$ cat src/rtl/bcd_scan_mux_if.sv
// Bus between a BCD display source and the scanner: load/value in,
// multiplexed digit code, active-low digit enables and error flag out.
interface bcd_scan_mux_if;
    logic        load;
    logic [15:0] value;
    logic        a;
    logic        b;
    logic        c;
    logic        d;
    logic [3:0]  an;
    logic        err;

    modport master (
        output load, value,
        input  a, b, c, d, an, err
    );

    modport slave (
        input  load, value,
        output a, b, c, d, an, err
    );
endinterface

$ cat src/rtl/bcd_scan_mux.sv
// Four-digit multiplexed display scanner feeding a BCD-to-7-segment decoder,
// with a blank cycle per slot, leading-zero blanking and invalid-digit flag.
module bcd_scan_mux #(
    parameter int PRESCALE = 50000,
    parameter bit BLANK_LZ = 1'b1
) (
    input  logic           clk,
    input  logic           rst,
    bcd_scan_mux_if.slave  bus
);

    localparam int             CW       = $clog2(PRESCALE);
    localparam logic [CW-1:0]  CNT_LAST = CW'(PRESCALE - 1);

    logic [15:0]   r_disp;
    logic [1:0]    r_idx;
    logic [CW-1:0] r_cnt;
    logic          r_err;

    logic          w_valid;
    logic [3:0]    w_blank;
    logic [3:0]    w_digit;
    logic [3:0]    w_an;

    always_comb begin
        w_valid = 1'b1;
        for (int i = 0; i < 4; i++) begin
            if (bus.value[4*i +: 4] > 4'd9) w_valid = 1'b0;
        end
    end

    // NOTE: sequential state uses non-blocking assignments so every register
    // samples pre-edge values; a load on the wrap edge lands with the new idx.
    always_ff @(posedge clk or posedge rst) begin
        if (rst) begin
            r_disp <= '0;
            r_idx  <= '0;
            r_cnt  <= '0;
            r_err  <= 1'b0;
        end else begin
            if (r_cnt == CNT_LAST) begin
                r_cnt <= '0;
                r_idx <= r_idx + 2'd1;
            end else begin
                r_cnt <= r_cnt + 1'b1;
            end

            if (bus.load) begin
                if (w_valid) begin
                    r_disp <= bus.value;
                    r_err  <= 1'b0;
                end else begin
                    r_err  <= 1'b1;
                end
            end
        end
    end

    // Slot i is blank when digit i and everything above it is zero; slot 0 never.
    // NOTE: every combinational output gets a default first, so no latch is inferred.
    always_comb begin
        w_blank = 4'b0000;
        if (BLANK_LZ) begin
            w_blank[3] = (r_disp[15:12] == 4'd0);
            w_blank[2] = (r_disp[15:8]  == 8'd0);
            w_blank[1] = (r_disp[15:4]  == 12'd0);
        end
    end

    always_comb begin
        w_digit = r_disp[{r_idx, 2'b00} +: 4];
        w_an    = 4'b1111;
        if (r_cnt != '0 && !w_blank[r_idx]) w_an = ~(4'b0001 << r_idx);
    end

    assign {bus.a, bus.b, bus.c, bus.d} = w_digit;
    assign bus.an                       = w_an;
    assign bus.err                      = r_err;

endmodule
$ cat src/flat_wrapper.sv
// flat-port wrapper written by rule: the top's interface ports become plain ports
module bcd_scan_mux_flat 
#(
    parameter int PRESCALE = 50000,
    parameter bit BLANK_LZ = 1'b1
)
  (clk, rst, bus_load, bus_value, bus_a, bus_b, bus_c, bus_d, bus_an, bus_err);
  bcd_scan_mux_if bus_i ();
  input  logic clk;
  input  logic rst;
  input wire logic [$bits(bus_i.load)-1:0] bus_load;
  input wire logic [$bits(bus_i.value)-1:0] bus_value;
  output wire logic [$bits(bus_i.a)-1:0] bus_a;
  output wire logic [$bits(bus_i.b)-1:0] bus_b;
  output wire logic [$bits(bus_i.c)-1:0] bus_c;
  output wire logic [$bits(bus_i.d)-1:0] bus_d;
  output wire logic [$bits(bus_i.an)-1:0] bus_an;
  output wire logic [$bits(bus_i.err)-1:0] bus_err;
  assign bus_i.load = bus_load;
  assign bus_i.value = bus_value;
  assign bus_a = bus_i.a;
  assign bus_b = bus_i.b;
  assign bus_c = bus_i.c;
  assign bus_d = bus_i.d;
  assign bus_an = bus_i.an;
  assign bus_err = bus_i.err;
  bcd_scan_mux #(.PRESCALE(PRESCALE), .BLANK_LZ(BLANK_LZ)) u_core (.clk(clk), .rst(rst), .bus(bus_i));
endmodule
$ cat config.mk
export PLATFORM = sky130hd
export DESIGN_NAME = bcd_scan_mux_flat
export DESIGN_NICKNAME = d
export VERILOG_FILES = /design/src/rtl/bcd_scan_mux_if.sv /design/src/rtl/bcd_scan_mux.sv /design/src/flat_wrapper.sv
export SDC_FILE = /design/constraint.sdc
export NUM_CORES = 1
export LEC_CHECK = 0
export ABC_CLOCK_PERIOD_IN_PS = 1450
export CORE_ASPECT_RATIO = 0.6
export CORE_MARGIN = 10
export CORE_UTILIZATION = 47
export CTS_BUF_LIST = sky130_fd_sc_hd__clkbuf_16
export CTS_CLUSTER_DIAMETER = 60
export DETAILED_ROUTE_END_ITERATION = 10
export GPL_TIMING_DRIVEN = 0
export PLACE_DENSITY = 0.79
export SYNTH_ARGS = -nofsm -noshare
export SYNTH_HDL_FRONTEND = slang
export SYNTH_SLANG_ARGS = --single-unit
export TNS_END_PERCENT = 5
$ cat constraint.sdc
create_clock -name clk -period 1.45 [get_ports clk]
set_input_delay 0.2175 -clock clk [delete_from_list [all_inputs] [get_ports clk]]
set_output_delay 0.2175 -clock clk [all_outputs]
set_load 0.01 [all_outputs]
# Word-level counts from Yosys, hierarchy flattened
# Index checks and enable logic that the tools add are counted.
[classes]
bitwise_logic = 1
addsub = 2
reduce_logical = 7
magnitude_cmp = 5
n_eq_ne = 1
n_mux = 9
shift = 2
[ops]
columns = ["cell", "n"]
rows = [
  ["$add 16x1->16 const B", 1],
  ["$eq 16x16->1 const B", 1],
  ["$gt 4x4->1 const B", 4],
  ["$mux 16", 1],
  ["$reduce_bool 16->1", 1],
  ["$shiftx 16x5->4", 1],
  ["$logic_not 12->1", 1],
  ["$logic_not 8->1", 1],
  ["$mux 1", 6],
  ["$logic_not 4->1", 1],
  ["$mux 4", 1],
  ["$not 4->4", 1],
  ["$shl 1x2->4 const A", 1],
  ["$lt 2x3->1 const B", 1],
  ["$add 2x1->2 const B", 1],
  ["$bmux 1 s2", 1],
  ["$reduce_and 2->1", 1],
  ["$logic_and 1x1->1", 1],
  ["$logic_not 1->1", 1],
]
[totals]
wordCells = 31
register_bits = 35
inputBits = 19
out_inout_bits = 9

# Logic depth before layout (Yosys ltp)
[logic_depth]
ltp_word = 6
ltp_mapped = 6
ltp_nobuf = 6

# Least setup slack after synthesis
# OpenSTA, ideal clock, no wires.
[synth_timing]
path_type = "reg2reg"
startpoint = "register u_core.r_cnt[11]"
endpoint = "register u_core.r_idx[1]"
synth_period_minus_slack_ns = 1.556
arrival_time_ns = 1.432
slack_ns = -0.106
path_stages_with_launch = 5
path_buffers = 0
required_time_ns = 1.325
setup_time_ns = 0.125
cell_sequence = "dfrtp_1 nor4_2 nand2_1 nor4_2 mux2_2"
[synth_via]
elab_chain_len = 1
[synth_lines]
columns = ["element", "line_no", "source"]
rows = [
  ["start: declaration", "bcd_scan_mux.sv:17", "logic [CW-1:0] r_cnt;"],
  ["start signal: assignment", "bcd_scan_mux.sv:45", "r_cnt <= r_cnt + 1'b1;"],
  ["$eq 16x16->1", "bcd_scan_mux.sv:41", "if (r_cnt == CNT_LAST) begin"],
  ["end signal: assignment", "bcd_scan_mux.sv:43", "r_idx <= r_idx + 2'd1;"],
  ["end: declaration", "bcd_scan_mux.sv:16", "logic [1:0] r_idx;"],
]
# No other way between the ends.
# A chain may end at the register's enable or synchronous reset.

# Worst setup path after layout
[layout_timing]
startpoint = "register u_core.r_disp[15]"
endpoint = "output port bus_an[1]"
[layout_via]
elab_chain_len = 6
elab_cells_between_ends = 8
classes_between = "mux: 3; reduce/logical: 5"
[layout_lines]
columns = ["element", "line_no", "source"]
rows = [
  ["start: declaration", "bcd_scan_mux.sv:15", "logic [15:0] r_disp;"],
  ["start signal: assignment", "bcd_scan_mux.sv:50", "r_disp <= bus.value;"],
  ["$logic_not 12->1, or another cell as far along", "bcd_scan_mux.sv:66", "w_blank[1] = (r_disp[15:4] == 12'd0);"],
  ["$bmux 1 s2 (*)", "bcd_scan_mux.sv:73", "if (r_cnt != '0 && !w_blank[r_idx]) w_an = ~(4'b0001 << r_idx);"],
  ["$mux 1 (implied by the code) (*)", "bcd_scan_mux.sv:73", ""],
  ["$logic_not 1->1 (*)", "bcd_scan_mux.sv:73", ""],
  ["$logic_and 1x1->1 (*)", "bcd_scan_mux.sv:73", ""],
  ["$mux 4 (*)", "bcd_scan_mux.sv:73", ""],
  ["end: declaration", "flat_wrapper.sv:17", "output wire logic [$bits(bus_i.an)-1:0] bus_an;"],
]
# Every way passes the cells marked *; elsewhere a longest branch is shown, timed or not. The select of a mux whose other input is x is not followed.

==> results_dict.tcl <==
set metrics [dict create \
    rsz0062_at_grt "yes" \
    nets 210 \
    ant_nets 0 \
    yosys.cell_count.top_type "dfrtp_1" \
    crit_buf_inv 2 \
    synth_top_area_share 0.507 \
    wire_per_inst_um 19.9 \
    dp_hpwl_um 3080 \
    cts.hold.buffers_added 0 \
    r2r-start "u_core.r_cnt[11]$_DFF_PP0_" \
    synth-edff-count 0 \
    final_util 0.704 \
    cts_buffers 5 \
    critical_path.cell_chain "or4_4 -> o31a_1 -> buf_6 -> nand2_2 -> buf_6" \
    ys_async_sr_fraction 1.00 \
    diodes 0 \
    syn_avg_cell_area_um2 11.7 \
    ys_warn_count 0 \
    leakagePower_nw 1.02 \
    outcome "finished, violations left" \
    finalHoldViolCount 0 \
    grt_overflow_total 0 \
    ys_types 24 \
    area.sequential_um2 883 \
    power_density_nw_per_um2 1120 \
    die_h_um 67.0 \
    multiInputGateArea_um2 932 \
    cts_tree "built" \
    io_pins 28 \
    synth_flop_cell "dfrtp_1" \
    slowest_stage "or4_4" \
    finalClockSkew_ps 3.65 \
    required_ps 1230 \
    synth_common_cells "35 x dfrtp_1, 17 x mux2_2, 13 x nor2_1" \
    grt_max_degree 36 \
    clockRootBuffer "clkbuf_16" \
    drc 0 \
    setup_viol 12 \
    grt_usage 0.133 \
    tightest_slew_ps 759 \
    power_w 0.00267 \
    num_rows 16 \
    crit_family "simple AND/OR/NAND/NOR gates" \
    slew_viol_final 0 \
    start_util 0.510 \
    post-synth-top-area-cell "dfrtp_1" \
    synth_area_um2 1730 \
    vias 1309 \
    area_delta_synth_final_pct 37.9 \
    clk-insertion-delay-late_ps 280 \
    grt_pass1_wl_um 6930 \
    crit_top_cell "buf_6" \
    post-place-ws_ps -668 \
    whs_ps 230 \
    synth-seq-cells 35 \
    post_drt_via_cell_ratio 5.67 \
    end_kind "output pin" \
    crit_start "u_core.r_disp[15]$_DFFE_PP0P_" \
    grt_pass1_vias 1361 \
    clkTransAtPathRegs_ps 50 \
    ys_seq_area_frac 0.507 \
    slew_headroom 0.493 \
    fillers 230 \
    drive_gt1_frac 0.355 \
    first_pass_iters 4 \
    maxCapViolCount 0 \
    synth_area_leaders "dfrtp_1 51%, mux2_2 11%, mux4_2 5.2%" \
    fmax_ghz 0.495 \
    syn-num-nets 173 \
    min_path_type "primary input to flip-flop" \
    ctsHtreeMaxLevel 2 \
    die_area_um2 6580 \
    globalplace.congestion 0.883 \
    coreArea_um2 3380 \
    die_x_um 98.3 \
    hold_start "bus_load" \
    vdd_ir_drop_max_mv 0.738 \
    antenna_found_initial 0 \
    timing.final.crit_share 1.39 \
    clock_path_buffers 2 \
    slowest_delay_ps 530 \
    critPathMaxFanout 3 \
    critPathKind "flip-flop to output pin" \
    cts_sinks 35 \
    drt-initial-drc-count 109 \
    post-route-worst-setup-slack_ps -571 \
    period_needed_ps 2020 \
    start_kind "flip-flop" \
    failed_checks "setup timing" \
    finalWirelength_um 4610 \
    synth_cells 148 \
    io_buffers 27 \
    cp.arrival_ps 1800 \
]
==> state kept, by name (all words and copies together), names as in the netlist <==
name / cells
u_core.bus.err: 1
u_core.r_cnt: 16
u_core.r_disp: 16
u_core.r_idx: 2
==> tightest hold or removal path: stages <==
cell and delay [ps]:
dlymetal6s2s_1 110, nor2_1 60, nor2_1 70
==> logic make-up (layout without fill, tap and decap cells) <==
| group | Yosys count | count (layout) | synth area share |
|---|---|---|---|
| xor+xnor | 15 | 15 | 0.0761 |
| fa+ha+maj | 6 | 6 | 0.0435 |
| flops | 35 | 35 | 0.507 |
| compound gates | 7 | 7 | 0.0225 |
| buf+inv | 12 | 50 | 0.0304 |
| mux | 21 | 21 | 0.163 |
| simple gates | 52 | 52 | 0.157 |
==> power breakdown <==
part / switching, W / total, W / internal [W] / leakage (nW)
sequential: 0.000132 / 0.00124 / 0.00110 / 0.429
clock: 0.000381 / 0.00100 / 0.000620 / 0.0762
combinational: 0.000147 / 0.000432 / 0.000285 / 0.518
==> worst paths after layout <==
path / end / slack (ps) / cells after the start
worst max-delay path: bus_an[1] / -570 / 5
worst min-delay path: u_core.bus.err$_DFFE_PP0P_ / 230 / 3
worst max register to register: u_core.r_idx[1]$_DFFE_PP0N_ / -100 / 4
worst min register to register: u_core.bus.err$_DFFE_PP0P_ / 490 / 2
max in group asynchronous: u_core.r_cnt[1]$_DFF_PP0_ / 570 / 2
min in group asynchronous: u_core.r_disp[5]$_DFFE_PP0P_ / 420 / 2
==> cell type report <==
cell class,instances,share of cell area
clock inverter,3,0.00525
inverter,8,0.0142
sequential,35,0.371
timing repair buffer,30,0.118
multi-input combinational,101,0.391
tap,45,0.0236
buffer,4,0.0236
clock buffer,5,0.0525
==> metal layers <==
layer / global-route usage / up-vias / share of wire
met3: 0.0402 / 9 / 0.056
met5: 0 / - / 0
met1: 0.161 / 665 / 0.42
li1: - / 594 / -
met2: 0.214 / 41 / 0.50
met4: 0.0605 / 0 / 0.020
==> layout by cell type, fill, tap and decap left out, types with 2 or more instances in the layout <==
| cell | instances |
|---|---|
| nor2_1 | 12 |
| nand2_4 | 2 |
| mux2_2 | 10 |
| nand3_1 | 7 |
| nor4_1 | 4 |
| dfrtp_2 | 6 |
| nand2_1 | 4 |
| inv_1 | 9 |
| buf_4 | 2 |
| ha_1 | 5 |
| mux2_4 | 7 |
| xor2_1 | 6 |
| clkbuf_16 | 5 |
| buf_6 | 8 |
| nand2_2 | 2 |
| o21ai_1 | 4 |
| nor4_4 | 3 |
| mux4_2 | 4 |
| dlygate4sd2_1 | 12 |
| buf_8 | 3 |
| xnor2_1 | 9 |
| nand4_1 | 4 |
| dfrtp_1 | 29 |
| clkdlybuf4s50_1 | 6 |
| nand3_2 | 2 |
| nor3_1 | 4 |
| buf_2 | 2 |
==> metrics by stage <==
| stage | setup TNS (ps) | cell area, um2 | std cells |
|---|---|---|---|
| floorplan | -105 | 1730 | 148 |
| global placement | -25080 | 2060 | 220 |
| detailed placement | -26500 | 2060 | 220 |
| CTS | -3710 | 2250 | 230 |
| global route | -4730 | 2380 | 231 |
| finish | -3380 | 2380 | 231 |
==> timing repair <==
item	4_1_cts	5_1_grt
setup endpoints to repair	72	30
pin swaps	11	10
buffers inserted	2	1
gates resized for setup	69	31
(Power assumes the default switching activity.)
